**src/rtl/ex_muldiv.sv**
```systemverilog
// rtl/ex_muldiv.sv - iterative RV32M multiply/divide unit; optional MULDIV_FAST_MUL_EN single-cycle multiply
module ex_muldiv #(
    parameter int XLEN  = 32,
    parameter int CNT_W = 6
) (
    input  logic            clk,
    input  logic            rst,
    input  logic            valid_i,
    input  logic [2:0]      funct3_i,
    input  logic [XLEN-1:0] r1_i,
    input  logic [XLEN-1:0] r2_i,
    input  logic [4:0]      rd_i,
    input  logic            flush_i,
    output logic            stall_req_o,
    output logic            done_o,
    output logic [XLEN-1:0] result_o,
    output logic [4:0]      rd_o
);

    typedef enum logic [1:0] {S_IDLE, S_BUSY, S_DONE} state_t;

    state_t            r_state;
    logic [2:0]        r_funct3;
    logic [4:0]        r_rd;
    logic [XLEN-1:0]   r_hi;
    logic [XLEN-1:0]   r_lo;
    logic [XLEN-1:0]   r_a;
    logic              r_neg_q;
    logic              r_neg_r;
    logic [CNT_W-1:0]  r_cnt;
    logic              r_done;
    logic [XLEN-1:0]   r_result;
    logic [4:0]        r_rd_o;

    // operand signedness: div ops keyed on funct3[0], MULHSU has unsigned rs2, MULHU both unsigned
    logic              w_s1, w_s2, w_neg1, w_neg2;
    logic [XLEN-1:0]   w_mag1, w_mag2;
    logic              w_div0, w_ovf;
    logic [XLEN-1:0]   w_special;

    assign w_s1   = funct3_i[2] ? ~funct3_i[0] : (funct3_i[1:0] != 2'b11);
    assign w_s2   = funct3_i[2] ? ~funct3_i[0] : ~funct3_i[1];
    assign w_neg1 = w_s1 & r1_i[XLEN-1];
    assign w_neg2 = w_s2 & r2_i[XLEN-1];
    assign w_mag1 = w_neg1 ? (~r1_i + 1'b1) : r1_i;
    assign w_mag2 = w_neg2 ? (~r2_i + 1'b1) : r2_i;

    assign w_div0 = funct3_i[2] && (r2_i == '0);
    assign w_ovf  = funct3_i[2] && !funct3_i[0] &&
                    (r1_i == {1'b1, {(XLEN-1){1'b0}}}) && (r2_i == '1);
    // zero divisor: q = all ones, r = rs1; overflow: q = rs1 (most negative), r = 0
    assign w_special = w_div0 ? (funct3_i[1] ? r1_i : '1)
                              : (funct3_i[1] ? '0 : r1_i);

`ifdef MULDIV_FAST_MUL_EN
    logic [2*XLEN-1:0] w_fast_mag, w_fast_prod;
    logic [XLEN-1:0]   w_fast_res;
    assign w_fast_mag  = {{XLEN{1'b0}}, w_mag1} * {{XLEN{1'b0}}, w_mag2};
    assign w_fast_prod = (w_neg1 ^ w_neg2) ? (~w_fast_mag + 1'b1) : w_fast_mag;
    assign w_fast_res  = (funct3_i[1:0] == 2'b00) ? w_fast_prod[XLEN-1:0]
                                                  : w_fast_prod[2*XLEN-1:XLEN];
`endif

    // one iteration: hi/lo hold partial product (mul) or remainder/quotient (div); r_a is multiplicand or divisor
    logic [XLEN:0]     w_madd;
    logic [XLEN-1:0]   w_mul_hi, w_mul_lo;
    logic [XLEN:0]     w_dsh;
    logic              w_dge;
    logic [XLEN-1:0]   w_dsub, w_div_hi, w_div_lo;
    logic [XLEN-1:0]   w_hi_n, w_lo_n;
    logic [2*XLEN-1:0] w_prod, w_prod_s;
    logic [XLEN-1:0]   w_quo, w_rem, w_final;

    assign w_madd   = {1'b0, r_hi} + (r_lo[0] ? {1'b0, r_a} : {(XLEN+1){1'b0}});
    assign w_mul_hi = w_madd[XLEN:1];
    assign w_mul_lo = {w_madd[0], r_lo[XLEN-1:1]};

    assign w_dsh    = {r_hi, r_lo[XLEN-1]};
    assign w_dge    = (w_dsh >= {1'b0, r_a});
    assign w_dsub   = w_dsh[XLEN-1:0] - r_a;
    assign w_div_hi = w_dge ? w_dsub : w_dsh[XLEN-1:0];
    assign w_div_lo = {r_lo[XLEN-2:0], w_dge};

    assign w_hi_n   = r_funct3[2] ? w_div_hi : w_mul_hi;
    assign w_lo_n   = r_funct3[2] ? w_div_lo : w_mul_lo;

    // final result built from the last iteration's values so it can be registered entering DONE
    assign w_prod   = {w_hi_n, w_lo_n};
    assign w_prod_s = r_neg_q ? (~w_prod + 1'b1) : w_prod;
    assign w_quo    = r_neg_q ? (~w_lo_n + 1'b1) : w_lo_n;
    assign w_rem    = r_neg_r ? (~w_hi_n + 1'b1) : w_hi_n;
    assign w_final  = r_funct3[2] ? (r_funct3[1] ? w_rem : w_quo)
                                  : ((r_funct3[1:0] == 2'b00) ? w_prod_s[XLEN-1:0]
                                                              : w_prod_s[2*XLEN-1:XLEN]);

    // control FSM with registered result/rd/done
    always_ff @(posedge clk or posedge rst) begin
        if (rst) begin
            r_state  <= S_IDLE;
            r_funct3 <= '0;
            r_rd     <= '0;
            r_hi     <= '0;
            r_lo     <= '0;
            r_a      <= '0;
            r_neg_q  <= 1'b0;
            r_neg_r  <= 1'b0;
            r_cnt    <= '0;
            r_done   <= 1'b0;
            r_result <= '0;
            r_rd_o   <= '0;
        end else begin
            r_done <= 1'b0;
            case (r_state)
                S_IDLE: begin
                    if (valid_i && !flush_i) begin
                        r_funct3 <= funct3_i;
                        r_rd     <= rd_i;
                        r_hi     <= '0;
                        r_lo     <= funct3_i[2] ? w_mag1 : w_mag2;
                        r_a      <= funct3_i[2] ? w_mag2 : w_mag1;
                        r_neg_q  <= w_neg1 ^ w_neg2;
                        r_neg_r  <= w_neg1;
                        if (w_div0 || w_ovf) begin
                            r_result <= w_special;
                            r_rd_o   <= rd_i;
                            r_done   <= 1'b1;
                            r_state  <= S_DONE;
                        end
`ifdef MULDIV_FAST_MUL_EN
                        else if (!funct3_i[2]) begin
                            r_result <= w_fast_res;
                            r_rd_o   <= rd_i;
                            r_done   <= 1'b1;
                            r_state  <= S_DONE;
                        end
`endif
                        else begin
                            r_cnt   <= '0;
                            r_state <= S_BUSY;
                        end
                    end
                end
                S_BUSY: begin
                    if (flush_i) begin
                        r_state <= S_IDLE;
                    end else begin
                        r_hi  <= w_hi_n;
                        r_lo  <= w_lo_n;
                        r_cnt <= r_cnt + 1'b1;
                        if (r_cnt == CNT_W'(XLEN-1)) begin
                            r_result <= w_final;
                            r_rd_o   <= r_rd;
                            r_done   <= 1'b1;
                            r_state  <= S_DONE;
                        end
                    end
                end
                S_DONE:  r_state <= S_IDLE;
                default: r_state <= S_IDLE;
            endcase
        end
    end

    assign stall_req_o = (r_state == S_BUSY) ||
                         ((r_state == S_IDLE) && valid_i && !flush_i);
    assign done_o      = r_done;
    assign result_o    = r_result;
    assign rd_o        = r_rd_o;

endmodule

```
**config.mk**
```make
export PLATFORM = sky130hd
export DESIGN_NAME = ex_muldiv
export DESIGN_NICKNAME = d
export VERILOG_FILES = /design/src/rtl/ex_muldiv.sv
export SDC_FILE = /design/constraint.sdc
export NUM_CORES = 1
export LEC_CHECK = 0
export BUFFER_PORTS_ARGS = -buffer_cell sky130_fd_sc_hd__buf_2
export CELL_PAD_IN_SITES_DETAIL_PLACEMENT = 0
export CELL_PAD_IN_SITES_GLOBAL_PLACEMENT = 2
export CORE_MARGIN = 2
export CORE_UTILIZATION = 39
export DETAILED_ROUTE_END_ITERATION = 7
export GPL_TIMING_DRIVEN = 0
export PLACE_DENSITY = 0.9
export SETUP_SLACK_MARGIN = 0.02
export SLEW_MARGIN = 25
export SYNTH_ARGS = -nofsm -noshare
export SYNTH_HDL_FRONTEND = slang
export SYNTH_SLANG_ARGS = --single-unit
```
**constraint.sdc**
```tcl
create_clock -name clk -period 12.5 [get_ports clk]
set_input_delay 1.875 -clock clk [delete_from_list [all_inputs] [get_ports clk]]
set_output_delay 1.875 -clock clk [all_outputs]
set_load 0.05 [all_outputs]
```
==> out/qor.csv, run 1 <==
stage,metric,value,unit
timing,max_clock_freq,0.129,GHz
clock_network,cts-root-buf,clkbuf_16,
clock_network,post-cts-setup-buffer-count,0,
layout,final_layout_size_suffix_gt1_share,8.99,%
layout,area_growth,11.1,%
layout,multiInputGateArea,12100,µm²
drt,drt-total-wl,82200,µm
pwr,p_leak,7.74,nW
pwr,powerDensity,222,nW/µm²
pwr,p_switching,0.00235,W
clock_network,clock_latency,0.47,ns
timing,tightest_slew,1.17,ns
yosys,syn_inst,2290,
layout,ff_latch_area,3800,µm²
drt,drtIter0Drc,1963,
die,fp.coreArea,42200,µm²
pwr,clkPwrFrac,12.3,%
min_path,min-delay-path-class,reg2reg,
die,row_count,75,
timing,setup_viol_count_final,0,
drt,via_count,18900,
yosys,synth_top_cell_by_area,dfrtp_1,
clock_network,cts.sinks,152,
critical_path,rr_startpoint,r_funct3[2],
critical_path,critical-path-top-delay-family,buffers and inverters,
critical_path,r2r_slack,4.75,ns
critical_path,slowest_stage,a221oi_1,
critical_path,path_cells,buf_2 > buf_2 > buf_2 > buf_1 > buf_1 > buf_2 > buf_1 > buf_1 > clkbuf_1 > o21bai_1 > ha_1 > o211ai_1 > or2_0 > or4_1 > nor2_1 > nand2_1 > o21ai_0 > o21ai_0 > xnor2_1 > a221oi_1 > a211o_1,
clock_network,htreeDepth,4,
clock_network,cts_tree,done,
timing,rsz0062_at_grt,false,
die,fp.dieW,211,µm
drt,routedWlPerCell,27.6,µm
min_path,hold_end,result_o[12],
critical_path,critPathLaunchType,register,
timing,drv_slew,0,
layout,final_cells,2977,
critical_path,critPathKind,reg2reg,
timing,hold_violations,0,
yosys,synth_edf_count,0,
critical_path,crit_fanout,10,
clock_network,holdBufCountCts,0,
critical_path,critPathBufInv,9,
yosys,async_flop_share,100,%
yosys,synthDistinctLibCells,95,
yosys,synth.area.top_cells,"dfrtp_1 23%, nand2_1 6.3%, o21ai_0 6.1%",
clock_network,clockBufferDepth,2,
place,gp_congestion,1.04,
critical_path,crit_path_end_kind,register,
global_route,grt_start_max_net_pins,93,
min_path,min_from,result_o[12],
job,drv_cap,0,
global_route,grt_use_total,36.8,%
place,hpwl,68100,µm
yosys,yosysSeqAreaShare,22.7,%
global_route,grt_pass1_vias,18300,
global_route,overflow,0,
place,place_inst,2944,
yosys,ys_ff_latch,152,
layout,n_fill_cell,4440,
global_route,antenna_found_initial,1,
clock_network,cts.clk_slew.worst_paths,0.07,ns
drt,drt_drc_violations_left,0,
critical_path,rr_worst_depth,21,
pwr,ir_drop,117,µV
drt,post_drt_via_cell_ratio,6.35,
die,ioPinCount,115,
timing,fin_tns_setup,0,ns
critical_path,slowest_delay,0.65,ns
pwr,power.share.combinational,69.1,%
outcome,status,"complete, no violations",
critical_path,crit_arrival,8.16,ns
critical_path,cp.required,12.91,ns
pwr,intPower,0.00179,W
critical_path,path_depth,21,
drt,dr.pass1.iters,6,
yosys,ys_warn_count,0,
timing,timing.final.ws_setup,4.75,ns
min_path,hold_depth,2,
timing,finalCritPeriodShare,62.0,%
global_route,grt_pass1_wl,121000,µm
yosys,yosysTopAreaCellShare,22.7,%
clock_network,cts_buffers,17,
die,die_h,211,µm
yosys,syn_nets,2438,
place,dp_slack,5.10,ns
clock_network,postCtsResizedCells,0,
yosys,synth_ff_type,dfrtp_1,
critical_path,r2r_end,result_o[8],
layout,fin_nets,2572,
drt,detail-route-antenna-nets,0,
yosys,synth.avg_cell_area,7.32,µm²
pwr,pwr-share-seq,18.6,%
die,initial_core_util,39.7,%
timing,period_needed,7.75,ns
timing,slew_headroom,22.1,%
timing,fin_skew,0.0144,ns
pwr,p_sw_share,56.7,%
place,port_buffers,113,
yosys,synthesis.area,16800,µm²
die,dieArea,44700,µm²
flip-flops by register name, summed over array words and instances, names as in the netlist:
| name | count |
|---|---|
| done_o | 1 |
| r_a | 32 |
| r_cnt | 6 |
| r_funct3 | 3 |
| r_hi | 32 |
| r_lo | 32 |
| r_neg_q | 1 |
| r_neg_r | 1 |
| r_rd | 5 |
| r_state | 2 |
| rd_o | 5 |
| result_o | 32 |
power groups by stage:
| stage | combinational, W | clock [W] | sequential, W |
|---|---|---|---|
| 5_1_grt | 0.00305 | 0.000532 | 0.000777 |
| 4_1_cts | 0.00278 | 0.000512 | 0.000760 |
| 6_report | 0.00286 | 0.000511 | 0.000770 |
| 3_5_place_dp | 0.00276 | 0 | 0.000770 |
| 3_3_place_gp | 0.00275 | 0 | 0.000765 |
| 2_1_floorplan | 0.00189 | 0 | 0.000686 |
kinds of logic (layout without fill, tap and decap cells):
kind of cell               after synthesis  in the layout  synth area share, %
muxes                                   51             51                 3.13
buffers and inverters                  217            364                 5.09
adders and majority gates               96             96                 6.89
xor gates and xnor gates               183            183                 9.56
other                                    0              1                    0
and+or+nand+nor                        828            828                 23.3
DFF                                    152            152                 22.7
AOI/OAI and AO/OA                      763            763                 29.4
synthesized netlist by cell type (all sizes together), types with 9 or more instances:
cell type,number
a211o,12
a211oi,30
a21boi,10
a21o,27
a21oi,195
a221oi,12
a22o,21
a31oi,35
and2,49
and3,12
buf,40
clkbuf,97
dfrtp,152
ha,70
inv,77
maj3,24
mux2,11
mux2i,40
nand2,282
nand2b,27
nand3,34
nand4,32
nor2,215
nor2b,12
nor3,71
nor4,23
o211ai,31
o21a,13
o21ai,218
o21bai,12
o221ai,10
o22ai,17
o311ai,9
o31a,10
o31ai,28
o41ai,15
or2,13
or3,27
or4,10
xnor2,95
xor2,88
worst register-to-register path: stages (launching register included):
cell      delay, ns
dfrtp_1        0.34
buf_2          0.24
buf_2          0.35
buf_2          0.29
buf_1          0.50
buf_1          0.57
buf_2          0.48
buf_1          0.58
buf_1          0.62
clkbuf_1       0.49
o21bai_1       0.26
ha_1           0.30
o211ai_1       0.21
or2_0          0.38
or4_1          0.23
nor2_1         0.13
nand2_1        0.31
o21ai_0        0.19
o21ai_0        0.26
xnor2_1        0.13
a221oi_1       0.65
a211o_1        0.18
per-layer routing:
layer  part of all wire [%]  vias up  track usage (%)
met5                      0        -            0.445
met4                    6.3        0             20.8
met3                    8.0      206             6.72
met2                     46      945             59.9
met1                     40     9142             45.9
li1                       -     8616                -
worst max path at each step:
stage | endpoint | slack [ns] | startpoint
after global routing | result_o[8] | 4.64 | r_funct3[2]
after global placement | r_cnt[3] | 4.32 | rst
after detailed placement | result_o[8] | 5.10 | r_funct3[2]
after CTS | result_o[8] | 5.03 | r_funct3[2]
after floorplan | done_o | 6.53 | rst
final | result_o[8] | 4.75 | r_funct3[2]
cell type report:
type                            instances  area share, %
Antenna cell                            1         0.0134
Buffer                                137           2.97
Clock buffer                           20           2.45
Clock inverter                         12          0.503
Inverter                               80           1.65
Multi-Input combinational cell       1921           65.2
Sequential cell                       152           20.4
Tap cell                              539           3.62
Timing Repair Buffer                  115           3.21
cell usage in the layout (no fill, tap or decap), types with 26 or more instances in the layout:
cell,Yosys,layout
or3_1,26,26
nand3_1,34,34
nand2b_1,27,27
and2_1,49,49
xnor2_1,95,95
a211oi_1,29,29
buf_2,18,132
nor3_1,70,69
a31oi_1,35,34
o21ai_0,205,205
a21o_1,27,27
inv_1,76,75
o31ai_1,28,28
nand4_1,31,31
dfrtp_1,152,152
clkbuf_1,96,97
nor2_1,215,215
a21oi_1,195,195
xor2_1,88,88
o211ai_1,31,31
nand2_1,282,282
mux2i_1,40,40
ha_1,70,70
stage by stage:
| step | power, W | instance area (µm²) | hold slack (ns) | utilization (%) |
|---|---|---|---|---|
| floorplan | 0.00258 | 16800 | 0.446 | - |
| global placement | 0.00351 | 18000 | 0.459 | 42.6 |
| detailed placement | 0.00353 | 18100 | 0.462 | 42.8 |
| CTS | 0.00405 | 18600 | 0.479 | 44.1 |
| global route | 0.00436 | 18600 | 0.511 | 44.1 |
| finish | 0.00414 | 18600 | 0.478 | 44.1 |
Note: power is estimated with default switching activity, not from simulation.
==> run 2, diff against run 1 <==
CORE_UTILIZATION = 37   (was 39)
PLACE_DENSITY = 0.86   (was 0.9)
clock period = 7.9 ns   (was 12.5 ns; I/O delays follow)
==> run 2 against run 1 <==
- critical path type unchanged
- largest power group unchanged
- sequential power rose by 57%
- die area is 5.3% higher
- combinational power up 59%
- largest cell class unchanged
- highest routed layer unchanged
- critical path depth fell by 3
- worst hold slack worse by 0.0019 ns
==> out/qor.csv, run 2 (synthesis results as in run 1) <==
stage,metric,value,unit,change
drt,drt_drc_violations_left,0,,unchanged
critical_path,r2r_slack,0.34,ns,was 4.75 ns
die,fp.coreArea,45100,µm²,was 42200 µm²
critical_path,crit_fanout,19,,was 10
place,port_buffers,113,,unchanged
layout,design_area,18800,µm²,was 18600 µm²
timing,drv_slew,0,,unchanged
place,gp_congestion,1.02,,was 1.04
layout,n_fill_cell,4891,,was 4440
critical_path,crit_arrival,7.89,ns,was 8.16 ns
drt,dr.pass1.iters,7,,was 6
drt,post_drt_via_cell_ratio,6.24,,was 6.35
layout,postLayoutCoreUtil,41.7,%,was 44.1%
critical_path,slowest_delay,0.65,ns,about the same
place,hpwl,69700,µm,was 68100 µm
die,initial_core_util,37.2,%,was 39.7%
critical_path,rr_startpoint,r_funct3[2],,unchanged
pwr,p_leak,7.78,nW,was 7.74 nW
pwr,ir_drop,234,µV,was 117 µV
timing,tightest_slew,1.11,ns,was 1.17 ns
clock_network,clockBufferDepth,2,,unchanged
min_path,min-delay-path-class,reg2reg,,unchanged
critical_path,slowest_stage,a221oi_1,,unchanged
pwr,power,0.00668,W,was 0.00414 W
drt,via_count,18900,,about the same
layout,diodes,0,,was 1
global_route,overflow,0,,unchanged
clock_network,clock_latency,0.48,ns,was 0.47 ns
die,dieArea,47000,µm²,was 44700 µm²
clock_network,cts.sinks,152,,unchanged
timing,fin_tns_setup,0,ns,unchanged
die,die_h,217,µm,was 211 µm
outcome,status,"complete, no violations",,unchanged
critical_path,cp-endpoint,result_o[22],,was result_o[8]
pwr,powerDensity,356,nW/µm²,was 222 nW/µm²
timing,hold_violations,0,,unchanged
critical_path,critical-path-top-delay-family,buffers and inverters,,unchanged
global_route,grt_start_max_net_pins,84,,was 93
timing,finalCritPeriodShare,95.7,%,was 62.0%
layout,multiInputGateArea,12100,µm²,unchanged
critical_path,crit_path_end_kind,register,,unchanged
layout,final_layout_size_suffix_gt1_share,9.11,%,was 8.99%
critical_path,critPathLaunch,r_funct3[2],,unchanged
die,row_count,78,,was 75
timing,max_clock_freq,0.132,GHz,was 0.129 GHz
timing,holdWs,0.476,ns,was 0.478 ns
global_route,antenna_found_initial,2,,was 1
layout,ff_latch_area,3800,µm²,unchanged
critical_path,cp.required,8.23,ns,was 12.91 ns
job,drv_cap,0,,unchanged
layout,final_cell_mix,"282 x nand2_1, 215 x nor2_1, 205 x o21ai_0",,unchanged
clock_network,cts-root-buf,clkbuf_16,,unchanged
layout,fin_nets,2572,,unchanged
critical_path,cpMostUsedCell,buf_2,,
timing,slew_headroom,25.2,%,was 22.1%
critical_path,path_cells,buf_2 > buf_2 > buf_2 > buf_1 > buf_1 > buf_2 > mux2_2 > inv_1 > ha_1 > o211ai_1 > or2_0 > or4_1 > nor2_1 > nand2_1 > o41ai_1 > xnor2_1 > a221oi_1 > a21oi_1,,was buf_2 > buf_2 > buf_2 > buf_1 > buf_1 > buf_2 > buf_1 > buf_1 > clkbuf_1 > o21bai_1 > ha_1 > o211ai_1 > or2_0 > or4_1 > nor2_1 > nand2_1 > o21ai_0 > o21ai_0 > xnor2_1 > a221oi_1 > a211o_1
critical_path,r2r_end,result_o[22],,was result_o[8]
min_path,hold_depth,2,,unchanged
critical_path,critPathBufInv,7,,was 9
global_route,grt_pass1_vias,18000,,was 18300
clock_network,holdBufCountCts,0,,unchanged
clock_network,cts.clk_slew.worst_paths,0.08,ns,was 0.07 ns
die,fp.dieW,217,µm,was 211 µm
clock_network,htreeDepth,4,,unchanged
die,ioPinCount,115,,unchanged
critical_path,rr_worst_depth,18,,was 21
timing,fin_skew,0.0172,ns,was 0.0144 ns
timing,setup_viol_count_final,0,,unchanged
clock_network,cts_buffers,17,,unchanged
critical_path,critPathLaunchType,register,,unchanged
global_route,grt_pass1_wl,122000,µm,was 121000 µm
place,dpl_cell_area,18200,µm²,was 18100 µm²
global_route,grt_use_total,35.4,%,was 36.8%
timing,rsz0062_at_grt,false,,unchanged
layout,area_growth,12.0,%,was 11.1%
drt,drt-total-wl,84400,µm,was 82200 µm
critical_path,critPathKind,reg2reg,,unchanged
drt,detail-route-antenna-nets,0,,unchanged
clock_network,cts_tree,done,,unchanged
layout,final_common_cell,nand2_1,,unchanged
drt,routedWlPerCell,27.8,µm,was 27.6 µm
drt,drtIter0Drc,1924,,was 1963
critical_path,path_depth,18,,was 21
timing,period_needed,7.56,ns,was 7.75 ns
## run 2: changes by cell type in the layout (fill, tap and decap cells not counted), moves of 2 or more
cell / change
a311oi_1: +2
bufinv_16: +3
a311oi_2: -2
clkbuf_8: -2
buf_1: -2
inv_8: +2
## run 2: metal layers
layer / wire (µm) / GRT usage, % / vias to the layer above
met3: 6190 / 4.67 / 191
met5: 0 / 0 / -
met1: 34700 / 45.4 / 9202
met4: 5070 / 20.3 / 0
li1: - / - / 8620
met2: 38400 / 57.4 / 926
## run 2: cell type report
class,count,share of cell area (%)
sequential,152,20.2
timing repair buffer,116,3.22
buffer,136,2.93
inverter,80,1.64
tap,600,4.00
multi-input combinational,1921,64.7
clock inverter,15,1.03
clock buffer,17,2.26
## run 2: worst min-delay path, stage by stage (launching register included)
cell     delay [ns]
dfrtp_1        0.34
nand2_1        0.05
o21ai_0        0.06
## run 2: worst min-delay path by stage
stage	end	startpoint	slack (ns)
2_1_floorplan	r_rd[0]	r_rd[0]	0.45
3_3_place_gp	r_rd[2]	r_rd[2]	0.46
3_5_place_dp	result_o[4]	result_o[4]	0.46
4_1_cts	result_o[4]	result_o[4]	0.48
5_1_grt	result_o[10]	result_o[10]	0.50
6_report	result_o[10]	result_o[10]	0.48
## run 2: report_power, final
group,leakage (nW),internal (W),switching (W)
registers,1.94,0.000942,0.000265
logic,5.54,0.00148,0.00308
clock network,0.298,0.000504,0.000409
total,7.78,0.00292,0.00376
## run 2: timing repair
item	4_1_cts	5_1_grt
setup endpoints to repair	1	7
resized for setup	1	0
endpoints found under the hold margin	0	0
setup buffers	0	0
pin swaps	0	0
## run 2: metrics by stage
| step | cells | setup WS [ns] |
|---|---|---|
| global placement | 3003 | -0.0854 |
| finish | 3037 | 0.339 |
| global route | 3037 | 0.186 |
| CTS | 3038 | 0.0576 |
| floorplan | 2290 | 2.59 |
| detailed placement | 3006 | -0.0520 |
==> run 3, diff against run 2 <==
RECOVER_POWER = 100   (was not set)
==> run 3 against run 2 <==
- the run now ends with max-capacitance violations, max-slew violations left
- design area is 0.63% lower
- register-to-register slack worse by 0.09 ns
- count of clock-buffer cells in the layout is the same
- fmax is 1.2% lower
- flip-flop and latch count unchanged
- via count fell by 0.25%
- die area unchanged
- critical path depth stayed put
- critical path type unchanged
- largest power group unchanged
- highest routed layer unchanged
==> out/qor.csv, run 3 (synthesis results as in run 1) <==
stage,metric,value,unit,change
clock_network,cts_tree,done,,unchanged
global_route,overflow,0,,unchanged
critical_path,crit_path_end_kind,register,,unchanged
critical_path,critPathLaunchType,register,,unchanged
outcome,status,finished with violations,,"was complete, no violations"
timing,drv_slew,168,,was 0
timing,fin_skew,0.0144,ns,was 0.0172 ns
critical_path,cp.required,8.24,ns,was 8.23 ns
critical_path,rr_worst_depth,18,,unchanged
clock_network,clockBufferDepth,2,,unchanged
pwr,power,0.00664,W,was 0.00668 W
pwr,power.share.combinational,68.1,%,was 68.2%
layout,area_growth,11.3,%,was 12.0%
global_route,grt_start_max_net_pins,84,,unchanged
clock_network,cts-root-buf,clkbuf_16,,unchanged
clock_network,holdBufCountCts,0,,unchanged
pwr,clkPwrFrac,13.7,%,about the same
timing,hold_violations,0,,unchanged
place,port_buffers,113,,unchanged
drt,via_count,18900,,about the same
timing,rsz0062_at_grt,false,,unchanged
global_route,grt.met2_usage,57.4,%,unchanged
timing,period_needed,7.66,ns,was 7.56 ns
pwr,intPower,0.00291,W,was 0.00292 W
die,initial_core_util,37.2,%,unchanged
die,die_h,217,µm,unchanged
layout,final_layout_size_suffix_gt1_share,6.69,%,was 9.11%
pwr,p_switching,0.00373,W,was 0.00376 W
global_route,grt_use_total,35.4,%,unchanged
layout,fin_nets,2572,,unchanged
clock_network,clock_latency,0.48,ns,about the same
timing,holdWs,0.480,ns,was 0.476 ns
pwr,p_leak,7.57,nW,was 7.78 nW
global_route,grt_pass1_wl,122000,µm,unchanged
global_route,busiest_layer,met2,,unchanged
timing,setup_viol_count_final,0,,unchanged
drt,post_drt_via_cell_ratio,6.22,,was 6.24
drt,detail-route-antenna-nets,0,,unchanged
min_path,hold_depth,2,,unchanged
drt,drtIter0Drc,1930,,was 1924
timing,finalCritPeriodShare,96.9,%,was 95.7%
place,dp_slack,-0.0520,ns,unchanged
drt,routedWlPerCell,27.7,µm,was 27.8 µm
global_route,grt_pass1_vias,18000,,unchanged
critical_path,critPathLaunch,r_lo[0],,was r_funct3[2]
global_route,grt.met1_usage,45.4,%,unchanged
place,gp_congestion,1.02,,unchanged
clock_network,htreeDepth,4,,unchanged
critical_path,rr_startpoint,r_lo[0],,was r_funct3[2]
layout,design_area,18700,µm²,was 18800 µm²
job,drv_cap,4,,was 0
global_route,antenna_found_initial,2,,unchanged
critical_path,r2r_end,result_o[31],,was result_o[22]
place,dpl_cell_area,18200,µm²,unchanged
drt,drt_drc_violations_left,0,,unchanged
layout,final_common_cell,nand2_1,,unchanged
layout,final_cell_mix,"282 x nand2_1, 215 x nor2_1, 210 x o21ai_0",,"was 282 x nand2_1, 215 x nor2_1, 205 x o21ai_0"
die,dieArea,47000,µm²,unchanged
die,ioPinCount,115,,unchanged
clock_network,cts_buffers,17,,unchanged
timing,max_clock_freq,0.131,GHz,was 0.132 GHz
global_route,use_met3,4.67,%,unchanged
drt,drt-total-wl,84300,µm,was 84400 µm
critical_path,crit_arrival,8.00,ns,was 7.89 ns
die,row_count,78,,unchanged
layout,postLayoutCoreUtil,41.4,%,was 41.7%
clock_network,cts.sinks,152,,unchanged
outcome,violations,"max-capacitance violations, max-slew violations",,
critical_path,cp-endpoint,result_o[31],,was result_o[22]
timing,slew_headroom,-173,%,was 25.2%
critical_path,crit_fanout,10,,was 19
place,hpwl,69700,µm,unchanged
pwr,ir_drop,232,µV,was 234 µV
pwr,powerDensity,356,nW/µm²,about the same
drt,dr.pass1.iters,6,,was 7
clock_network,cts.clk_slew.worst_paths,0.08,ns,about the same
timing,tightest_slew,4.10,ns,was 1.11 ns
critical_path,critPathKind,reg2reg,,unchanged
die,fp.coreArea,45100,µm²,unchanged
timing,timing.final.ws_setup,0.244,ns,was 0.339 ns
min_path,min-delay-path-class,reg2reg,,unchanged
critical_path,r2r_slack,0.24,ns,was 0.34 ns
die,fp.dieW,217,µm,unchanged
pwr,pwr-share-seq,18.2,%,was 18.1%
pwr,p_sw_share,56.2,%,about the same
run 3: worst min path at each step:
stage | end | start
after floorplan | r_rd[0] | r_rd[0]
after global placement | r_rd[2] | r_rd[2]
after detailed placement | result_o[4] | result_o[4]
after CTS | result_o[4] | result_o[4]
after global routing | r_rd[3] | r_rd[3]
final | r_rd[4] | r_rd[4]
run 3: power by group through the flow:
| stage | Combinational (W) | Sequential [W] | Clock [W] |
|---|---|---|---|
| floorplan | 0.00300 | 0.00109 | 0 |
| global placement | 0.00439 | 0.00120 | 0 |
| detailed placement | 0.00440 | 0.00121 | 0 |
| CTS | 0.00443 | 0.00119 | 0.000912 |
| global route | 0.00482 | 0.00122 | 0.000942 |
| finish | 0.00452 | 0.00121 | 0.000910 |
run 3: repair_timing:
item / in CTS / in global routing
gates resized for setup: 1 / 0
setup endpoints to repair: 1 / 7
buffers inserted: 0 / 0
run 3: critical path, cell delays in order, from the launching register on:
cell and delay [ns]:
dfrtp_1 0.63, clkbuf_1 0.53, and2_0 0.21, ha_1 0.20, inv_1 0.07, fa_1 0.43, nand2b_1 0.21, a211oi_1 0.66
o31ai_1 0.29, nand3_1 0.15, a21oi_1 0.09, a221oi_1 1.34, nand3_1 0.48, or2_2 0.47, nand4bb_1 0.48, o41ai_2 0.48
xor2_1 0.11, a221oi_1 0.60, o21ai_2 0.07
run 3: metal layers:
layer / wire, µm / part of all wire, %
met5: 0 / 0
met4: 5200 / 6.2
met3: 6420 / 7.6
met2: 38400 / 46
met1: 34300 / 41
run 3: layout make-up:
cell class	instances	area (µm²)
clock buffers	17	425
plain buffers	136	547
multi-input cells	1921	12100
inverters	80	302
clock inverters	15	194
flip-flops and latches	152	3800
diodes	1	2.50
well taps	600	751
fillers	4908	26400
repair buffers	116	537
run 3: per-stage QoR:
stage | std cells | TNS [ns]
floorplan | 2290 | 0
global placement | 3003 | -0.190
detailed placement | 3006 | -0.0520
CTS | 3038 | 0
global route | 3037 | 0
finish | 3038 | 0
